<file path="src/rtl/sm_nway_pkg.sv">
// Shared constants and width helper for the N-way sequencer family.
package sm_nway_pkg;

    localparam logic DIR_UP   = 1'b0;
    localparam logic DIR_DOWN = 1'b1;

    // Counter width that never collapses to zero bits for tiny ranges.
    function automatic int cntWidth(input int n);
        return (n > 1) ? $clog2(n) : 1;
    endfunction

endpackage

</file>
<file path="src/rtl/sm_dwell_cnt.sv">
// Dwell counter: counts qualifying enable cycles and flags the step cycle.
module sm_dwell_cnt
    import sm_nway_pkg::*;
#(
    parameter int DWELL = 1
) (
    input  logic clk,
    input  logic reset_n,
    input  logic en,
    input  logic clr,
    output logic tick
);

    localparam int            CW   = cntWidth(DWELL);
    localparam logic [CW-1:0] LAST = CW'(DWELL - 1);

    logic [CW-1:0] dcnt_q;
    logic [CW-1:0] dcnt_d;

    assign tick = en && (dcnt_q == LAST);

    // A disabled cycle pauses the count rather than restarting it.
    always_comb begin
        dcnt_d = dcnt_q;
        if (clr) begin
            dcnt_d = '0;
        end else if (tick) begin
            dcnt_d = '0;
        end else if (en) begin
            dcnt_d = dcnt_q + 1'b1;
        end
    end

    always_ff @(posedge clk or negedge reset_n) begin
        if (!reset_n) begin
            dcnt_q <= '0;
        end else begin
            dcnt_q <= dcnt_d;
        end
    end

endmodule

</file>
<file path="src/rtl/sm_nway_seq.sv">
// N-state up/down sequencer with per-state dwell, wrap or saturate ends,
// synchronous load and a registered boundary pulse.
module sm_nway_seq
    import sm_nway_pkg::*;
#(
    parameter int NUM_STATES = 4,
    parameter int Y_W        = cntWidth(NUM_STATES),
    parameter int DWELL      = 1,
    parameter bit WRAP       = 1'b1
) (
    input  logic           clk,
    input  logic           reset_n,
    input  logic           control,
    input  logic           dir,
    input  logic           load,
    input  logic [Y_W-1:0] load_val,
    output logic [Y_W-1:0] y,
    output logic           term
);

    localparam logic [Y_W-1:0] MAX_Y = Y_W'(NUM_STATES - 1);
    localparam logic [Y_W:0]   LIMIT = (Y_W + 1)'(NUM_STATES);

    logic [Y_W-1:0] y_q;
    logic [Y_W-1:0] y_d;
    logic           term_q;
    logic           term_d;
    logic           step;

    sm_dwell_cnt #(
        .DWELL (DWELL)
    ) u_dwell (
        .clk     (clk),
        .reset_n (reset_n),
        .en      (control),
        .clr     (load),
        .tick    (step)
    );

    // Load overrides any step on the same edge; ends are detected by explicit
    // compare so non-power-of-two ranges never reach the unused codes.
    always_comb begin
        y_d    = y_q;
        term_d = 1'b0;
        if (load) begin
            y_d = ({1'b0, load_val} >= LIMIT) ? MAX_Y : load_val;
        end else if (step) begin
            if (dir == DIR_UP) begin
                if (y_q < MAX_Y) begin
                    y_d = y_q + 1'b1;
                end else begin
                    y_d    = WRAP ? '0 : y_q;
                    term_d = 1'b1;
                end
            end else begin
                if (y_q != '0) begin
                    y_d = y_q - 1'b1;
                end else begin
                    y_d    = WRAP ? MAX_Y : '0;
                    term_d = 1'b1;
                end
            end
        end
    end

    always_ff @(posedge clk or negedge reset_n) begin
        if (!reset_n) begin
            y_q    <= '0;
            term_q <= 1'b0;
        end else begin
            y_q    <= y_d;
            term_q <= term_d;
        end
    end

    assign y    = y_q;
    assign term = term_q;

endmodule

</file>
<file path="config.mk">
export PLATFORM = sky130hd
export DESIGN_NAME = sm_nway_seq
export DESIGN_NICKNAME = d
export VERILOG_FILES = /design/src/rtl/sm_nway_pkg.sv /design/src/rtl/sm_dwell_cnt.sv /design/src/rtl/sm_nway_seq.sv
export SDC_FILE = /design/constraint.sdc
export NUM_CORES = 1
export LEC_CHECK = 0
export CAP_MARGIN = 0
export CORE_AREA = 2 2 39 41
export DETAILED_ROUTE_END_ITERATION = 7
export DIE_AREA = 0 0 41 43
export MAX_ROUTING_LAYER = met4
export SYNTH_ARGS = -nofsm -noshare
export SYNTH_HDL_FRONTEND = slang
export SYNTH_SLANG_ARGS = --single-unit
</file>
<file path="constraint.sdc">
create_clock -name clk -period 1.6 [get_ports clk]
set_input_delay 0.24 -clock clk [delete_from_list [all_inputs] [get_ports clk]]
set_output_delay 0.24 -clock clk [all_outputs]
set_load 0.05 [all_outputs]
</file>
# After elaboration in Yosys (flattened, before gate mapping)

Index checks and enable logic that the tools add are counted.

Register bits after elaboration: 4
Output and inout port bits: 3

Order comparisons: 1
$add $sub $neg: 3
Multiplexer cells: 13
Bitwise operators: 1
Reductions and logical operators: 4

Operator list:

| operator                                                            | count |
|---|---|
| 2-bit 2-to-1 mux                                                    | 5 |
| 1-bit 2-to-1 mux                                                    | 8 |
| 2-bit nonzero test                                                  | 2 |
| 3-bit nonzero test                                                  | 1 |
| 2-bit by 1-bit adder with 2-bit output (second input constant)      | 1 |
| 2-bit less-than comparator (second input constant)                  | 1 |
| 2-bit by 1-bit subtractor with 2-bit output (second input constant) | 1 |
| 1-bit adder (second input constant)                                 | 1 |
| 1-bit logical AND                                                   | 1 |
| 1-bit inverter                                                      | 1 |

# Logic depth before layout (Yosys ltp)

Gate-level depths: netlist of run 1.

Depth in word-level cells: 5
Depth in mapped cells: 5

# Modules after synthesis

A second synthesis of run 1 with hierarchy kept.

Cell total of the unflattened synthesis: 23
Area, all modules: 229.0 um^2

Modules (own cells, without submodules):

| module       | cells an instance | instances | sequential area each (um^2) | area an instance (um^2) |
|---|---|---|---|---|
| sm_nway_seq  | 20                | 1         | 75.1                        | 182.7 |
| sm_dwell_cnt | 3                 | 1         | 25.0                        | 46.3 |

# Least setup slack after synthesis of run 1

Ideal clock, no wire load.

Path type: flip-flop to flip-flop
From: reg y_q[0] (netlist: y[0])
To: reg y_q[1] (netlist: y[1])
Data required time: 1,474 ps
Setup slack: 110 ps
Clock period less this slack: 1,490 ps
Path buffers: 0
Library setup time: 126 ps
Arrival: 1,364 ps
Stages on the path, launching flop included: 6
Cells stage by stage: dfrtp_1 inv_1 ha_1 xor2_1 mux2i_1 o21ai_0

Longest elaborated chain between the ends: 5

RTL lines:

| element                                                        | RTL line                             | text |
|---|---|---|
| start: declaration                                             | sm_nway_seq.sv:24                    | `logic [Y_W-1:0] y_q;` |
| start signal: assignment                                       | sm_nway_seq.sv:71                    | `y_q <= y_d;` |
| 2-bit by 1-bit adder with 2-bit output (tied with other cells) | sm_nway_seq.sv:50                    | `y_d = y_q + 1'b1;` |
| 2-bit 2-to-1 mux, on equally long branches                     | sm_nway_seq.sv:49, sm_nway_seq.sv:56 |  |
| 2-bit 2-to-1 mux (*)                                           | sm_nway_seq.sv:48                    | `if (dir == DIR_UP) begin` |
| 2-bit 2-to-1 mux (*)                                           | sm_nway_seq.sv:47                    | `end else if (step) begin` |
| 2-bit 2-to-1 mux (*)                                           | sm_nway_seq.sv:45                    | `if (load) begin` |

Mark *: on every way between the ends. The rest lies on a longest branch, timed or not. The select of a mux whose other input is x is not followed.
A chain may end at the register's enable or synchronous reset.

# Worst setup path in the final report of run 1

Same ends and word-level chain as after synthesis.

==> reports/qor.yml, run 1 <==
floorplanning:
  die-area_mm2: 0.00176
  die_x_um: 41
  die_h_um: 43
  coreArea_mm2: 0.00138
  start_util_pct: 16.4
  io_pins: 10
  placement_rows: 14
routing:
  wl_met1_um: 196
  vias: 193
  drt_iter0_markers: 8
  wirelength_um: 431
  post_drt_via_cell_ratio: 3.86
  dr_wl_met2_um: 190
  ant_nets: 0
  wire_per_inst_um: 8.62
  firstDrtPassIters: 4
  drc_errors: 0
  wl_met3_um: 43
  highest_layer: "met3"
flow_run:
  maxCapViolations: 0
timing:
  fmax_mhz: 800
  relSlewSlack_pct: 87.0
  max_slew.worst_pin.slew_ns: 0.194
  min_period_over_period_pct: 78.1
  clock_skew_ns: 0.00214
  period_needed_ns: 1.25
  tns_ns: 0
  setup_viol: 0
  finalHoldViolCount: 0
  rsz0062_at_grt: "false"
  slew_viol_final: 0
clock_network:
  clkTransAtPathRegs_ns: 0.04
  cts_resized: 0
  clock_latency_ns: 0.23
  cts_setup_buffers: 0
  h-tree-depth: 1
  cts_buffers: 3
  cts_root_buffer: "clkbuf_4"
  numClockSinks: 4
  postCtsHoldBufs: 0
  clockBufferDepth: 2
  cts_tree: "yes"
placed_design:
  dp.cells: 47
  post-dp-hpwl_um: 351
  place_congestion: 0.700
  portBuffers: 9
  dpl_cell_area_um2: 329
worst_setup_path:
  rr_worst_depth: 5
  r2r_slack_ns: 0.35
  required_ns: 1.71
  max_stage_delay_ns: 0.42
  r2r_end: "y[1]"
  r2r-start: "y[0]"
  crit_path_max_fanout: 5
  path_cells: "inv_1 -> ha_1 -> xor2_1 -> mux2i_1 -> o21ai_0"
  worstSetupEndpointType: "register"
  slowest_stage: "dfrtp_1"
  critPathBufInv: 1
  critical_path_class: "reg2reg"
  crit_family: "flip-flops"
  startpoint_type: "register"
  worstPathArrival_ns: 1.36
finish:
  final_cells: 50
  drive_above_1_share_pct: 20.6
  fin_area_um2: 352
  nets: 45
  layout_common_cells: "6 x clkdlybuf4s50_1, 4 x dfrtp_1"
  final_common_cell: "clkdlybuf4s50_1"
  area_growth_pct: 55.2
  insertedDiodeCount: 0
global_routing:
  grt_pass1_vias: 191
  grt-ovfl-total: 0
  track_usage_pct: 7.23
  grt_max_degree: 7
  grt_first_pass_wirelength_um: 738
  antenna_found_initial: 0
synthesis:
  synth_nets: 31
  synthTopCellsByArea: "dfrtp_1 44%, ha_1 11%, nand2b_4 6.1%"
  yosysSeqAreaShare_pct: 44.2
  ys_ff_latch: 4
  ys_types: 13
  avgSynthCellArea_um2: 10.3
  yosysWarnings: 0
  synthCells: 22
  syn_area_um2: 226
  synth_top_cell_area_share_pct: 44.2
  yosys.area.top_type: "dfrtp_1"
power_and_ir_drop:
  power_mw: 0.341
  powerDensity_mw_per_mm2: 969
  ir_drop_mv: 0.401
  p_leak_nw: 0.165
outcome:
  status: "finished, final reports clean"
hold_path:
  hold_path_class: "in2async"
==> layout make-up <==
| type | count | area, µm² |
|---|---|---|
| repair buffers | 9 | 82.6 |
| clock buffers | 3 | 22.5 |
| flip-flops and latches | 4 | 100 |
| well taps | 16 | 20.0 |
| multi-input cells | 15 | 115 |
| inverters | 3 | 11.3 |
| fillers | 144 | 1030 |
==> routing by layer <==
metal,up-vias,global-route usage [%]
met3,0,7.85
li1,100,-
met4,0,4.00
met5,-,-
met2,8,8.13
met1,85,7.49
==> power breakdown <==
part	switching, mW	leakage [nW]	internal (mW)
clock	0.0416	0.0138	0.0839
sequential	0.00861	0.0512	0.110
combinational	0.0554	0.0997	0.0415
total	0.106	0.165	0.235
==> logic make-up after synthesis <==
kind of cell	count (synthesis)	synth area share, %
compound gates	5	14.4
xor+xnor	1	3.87
fa+ha+maj	2	11.0
buf+inv	3	4.97
flops	4	44.2
mux	1	4.42
simple gates	6	17.1
==> sequential cells by signal, summed over array words and instances, names as in the netlist <==
name	count
term	1
u_dwell.dcnt_q	1
y	2
==> cell usage after synthesis <==
cell / count
xor2_1: 1
nand2b_4: 1
nand2_1: 3
nor2b_1: 1
a211oi_1: 1
nor3b_1: 1
mux2i_1: 1
inv_1: 3
a21oi_1: 2
a221o_1: 1
o21ai_0: 1
dfrtp_1: 4
ha_1: 2
==> worst max-delay path by stage <==
stage,from,depth (start not counted),to,slack [ns]
2_1_floorplan,y[0],5,y[1],0.11
3_3_place_gp,dir,4,y[0],0.28
3_5_place_dp,dir,4,y[0],0.26
4_1_cts,y[0],5,y[1],0.34
5_1_grt,y[0],5,y[1],0.28
6_report,y[0],5,y[1],0.35
==> per-stage QoR <==
step	hold slack [ns]	setup WS (ns)	utilization, %
after floorplan	-0.0556	0.110	-
after global placement	0.463	0.284	23.8
after detailed placement	0.461	0.259	23.8
after CTS	0.210	0.338	25.4
after global routing	0.211	0.283	25.4
final	0.211	0.351	25.4
==> worst register-to-register path: cells and delay by family, from the launching register on <==
| family | cells | cell delay, ns |
|---|---|---|
| flops | 1 | 0.42 |
| fa+ha+maj | 1 | 0.30 |
| xor+xnor | 1 | 0.14 |
| mux | 1 | 0.12 |
| compound gates | 1 | 0.08 |
| buf+inv | 1 | 0.07 |
No activity file was read; power rests on OpenSTA's default activity.
==> inputs of run 2 (changes only) <==
Clock period 1.6 ns to 1 ns, I/O delays scaled along.
==> run 2 against run 1 <==
The run now ends with negative setup slack left. Flip-flop and latch count is the same. Non-clock buffer count grew 6. Clock power grew 58%. Die area is the same. First-iteration DRC count shrank 75%. Largest power group is now combinational logic. Highest routed layer unchanged. Register-to-register slack lost 0.50 ns.
==> reports/qor.yml, run 2 (same netlist as run 1, synthesis figures left out) <==
outcome:
  status: "finished with violations"
  violations: "negative setup slack"
worst_setup_path:
  endpoint: "y[0]"
  r2r_slack_ns: -0.15
  startpoint_type: "register"
  cp-startpoint: "y[1]"
  crit_path_max_fanout: 3
  r2r-start: "y[1]"
  r2r_end: "y[0]"
  worstPathArrival_ns: 1.31
  rr_worst_depth: 5
  worstSetupEndpointType: "register"
  required_ns: 1.16
  critical_path_class: "reg2reg"
floorplanning:
  die_h_um: 43
  die_x_um: 41
  io_pins: 10
  placement_rows: 14
  start_util_pct: 16.4
  coreArea_mm2: 0.00138
  die-area_mm2: 0.00176
global_routing:
  grt-ovfl-total: 0
  grt_pass1_vias: 227
  track_usage_pct: 8.35
  grt_first_pass_wirelength_um: 855
  antenna_found_initial: 0
  grt_max_degree: 6
routing:
  wirelength_um: 508
  drc_errors: 0
  drt_iter0_markers: 2
  vias: 222
  ant_nets: 0
  firstDrtPassIters: 2
  post_drt_via_cell_ratio: 3.96
  wire_per_inst_um: 9.07
timing:
  min_period_over_period_pct: 115
  clock_skew_ns: 0.00556
  tns_ns: -0.598
  setup_viol: 5
  fmax_mhz: 869
  relSlewSlack_pct: 86.9
  slew_viol_final: 0
  max_slew.worst_pin.slew_ns: 0.195
  rsz0062_at_grt: "true"
  period_needed_ns: 1.15
  fin_ws_ns: -0.151
  whs_ns: 0.118
  finalHoldViolCount: 0
flow_run:
  maxCapViolations: 0
power_and_ir_drop:
  powerDensity_mw_per_mm2: 1380
  power.switching_mw: 0.192
  comb_power_share_pct: 39.1
  swShare_pct: 29.9
  seqPwrFrac_pct: 29.8
  p_int_mw: 0.448
  ir_drop_mv: 0.549
  clkPwrFrac_pct: 31.0
  power_mw: 0.640
  p_leak_nw: 0.202
clock_network:
  clockBufferDepth: 2
  cts_root_buffer: "clkbuf_4"
  clkTransAtPathRegs_ns: 0.04
  numClockSinks: 4
  cts_tree: "yes"
  h-tree-depth: 1
  cts_buffers: 3
  clock_latency_ns: 0.24
finish:
  final_common_cell: "clkdlybuf4s50_1"
  insertedDiodeCount: 0
  fillers: 143
  nets: 51
  drive_above_1_share_pct: 52.5
  area_growth_pct: 104
  largest_register_ff_count: 2
  layout_common_cells: "6 x clkdlybuf4s50_1, 5 x buf_4, 3 x clkbuf_4, 3 x buf_12"
placed_design:
  post-dp-hpwl_um: 432
  place_congestion: 0.675
  portBuffers: 9
hold_path:
  hold_path_class: "in2async"
## run 2: final cells by class
type | count | area (µm²) | area share, %
Timing Repair Buffer | 15 | 169 | 36.5
Multi-Input combinational cell | 15 | 138 | 29.7
Sequential cell | 4 | 103 | 22.2
Clock buffer | 3 | 22.5 | 4.86
Tap cell | 16 | 20.0 | 4.32
Inverter | 3 | 11.3 | 2.43
## run 2: what timing repair did
| action | CTS | global route |
|---|---|---|
| hold endpoints to repair | 0 | 0 |
| pin swaps | 2 | 0 |
| hold buffers | 0 | 0 |
| resized for setup | 2 | 0 |
| endpoints found under the setup margin | 5 | 5 |
| buffers inserted | 1 | 0 |
## run 2: metal layers
layer	share of wire [%]	GRT usage (%)	up-vias
met5	0	-	-
met4	0	4.00	0
met3	12	9.95	0
met2	55	11.6	9
met1	33	6.15	103
li1	-	-	110
## run 2: metrics by stage
step / util (%) / instance area, µm² / cells / setup slack (ns)
detailed placement: 30.7 / 424 / 52 / -0.324
finish: 33.5 / 463 / 56 / -0.151
global route: 33.5 / 463 / 56 / -0.200
floorplan: - / 246 / 22 / -0.263
global placement: 30.7 / 424 / 52 / -0.275
CTS: 33.5 / 463 / 56 / -0.165
## run 2: worst min path at each step
stage          startpoint              to  slack, ns  depth (start not counted)
5_1_grt           reset_n  u_dwell.dcnt_q       0.13                          1
4_1_cts           reset_n            term       0.11                          1
6_report          reset_n            term       0.12                          1
2_1_floorplan     reset_n            term      -0.15                          0
3_3_place_gp      reset_n            term       0.37                          1
3_5_place_dp      reset_n            term       0.37                          1
## run 2: critical path: stages (launching register included)
cell,delay [ns]
dfrtp_2,0.41
inv_2,0.07
ha_4,0.12
nand2_2,0.04
a221o_1,0.29
a21oi_1,0.13
## run 2: power groups by stage
stage | clock, mW | combinational [mW] | sequential, mW
2_1_floorplan | 0 | 0.0671 | 0.238
3_3_place_gp | 0 | 0.240 | 0.192
3_5_place_dp | 0 | 0.244 | 0.194
4_1_cts | 0.212 | 0.254 | 0.192
5_1_grt | 0.232 | 0.267 | 0.193
6_report | 0.199 | 0.250 | 0.191
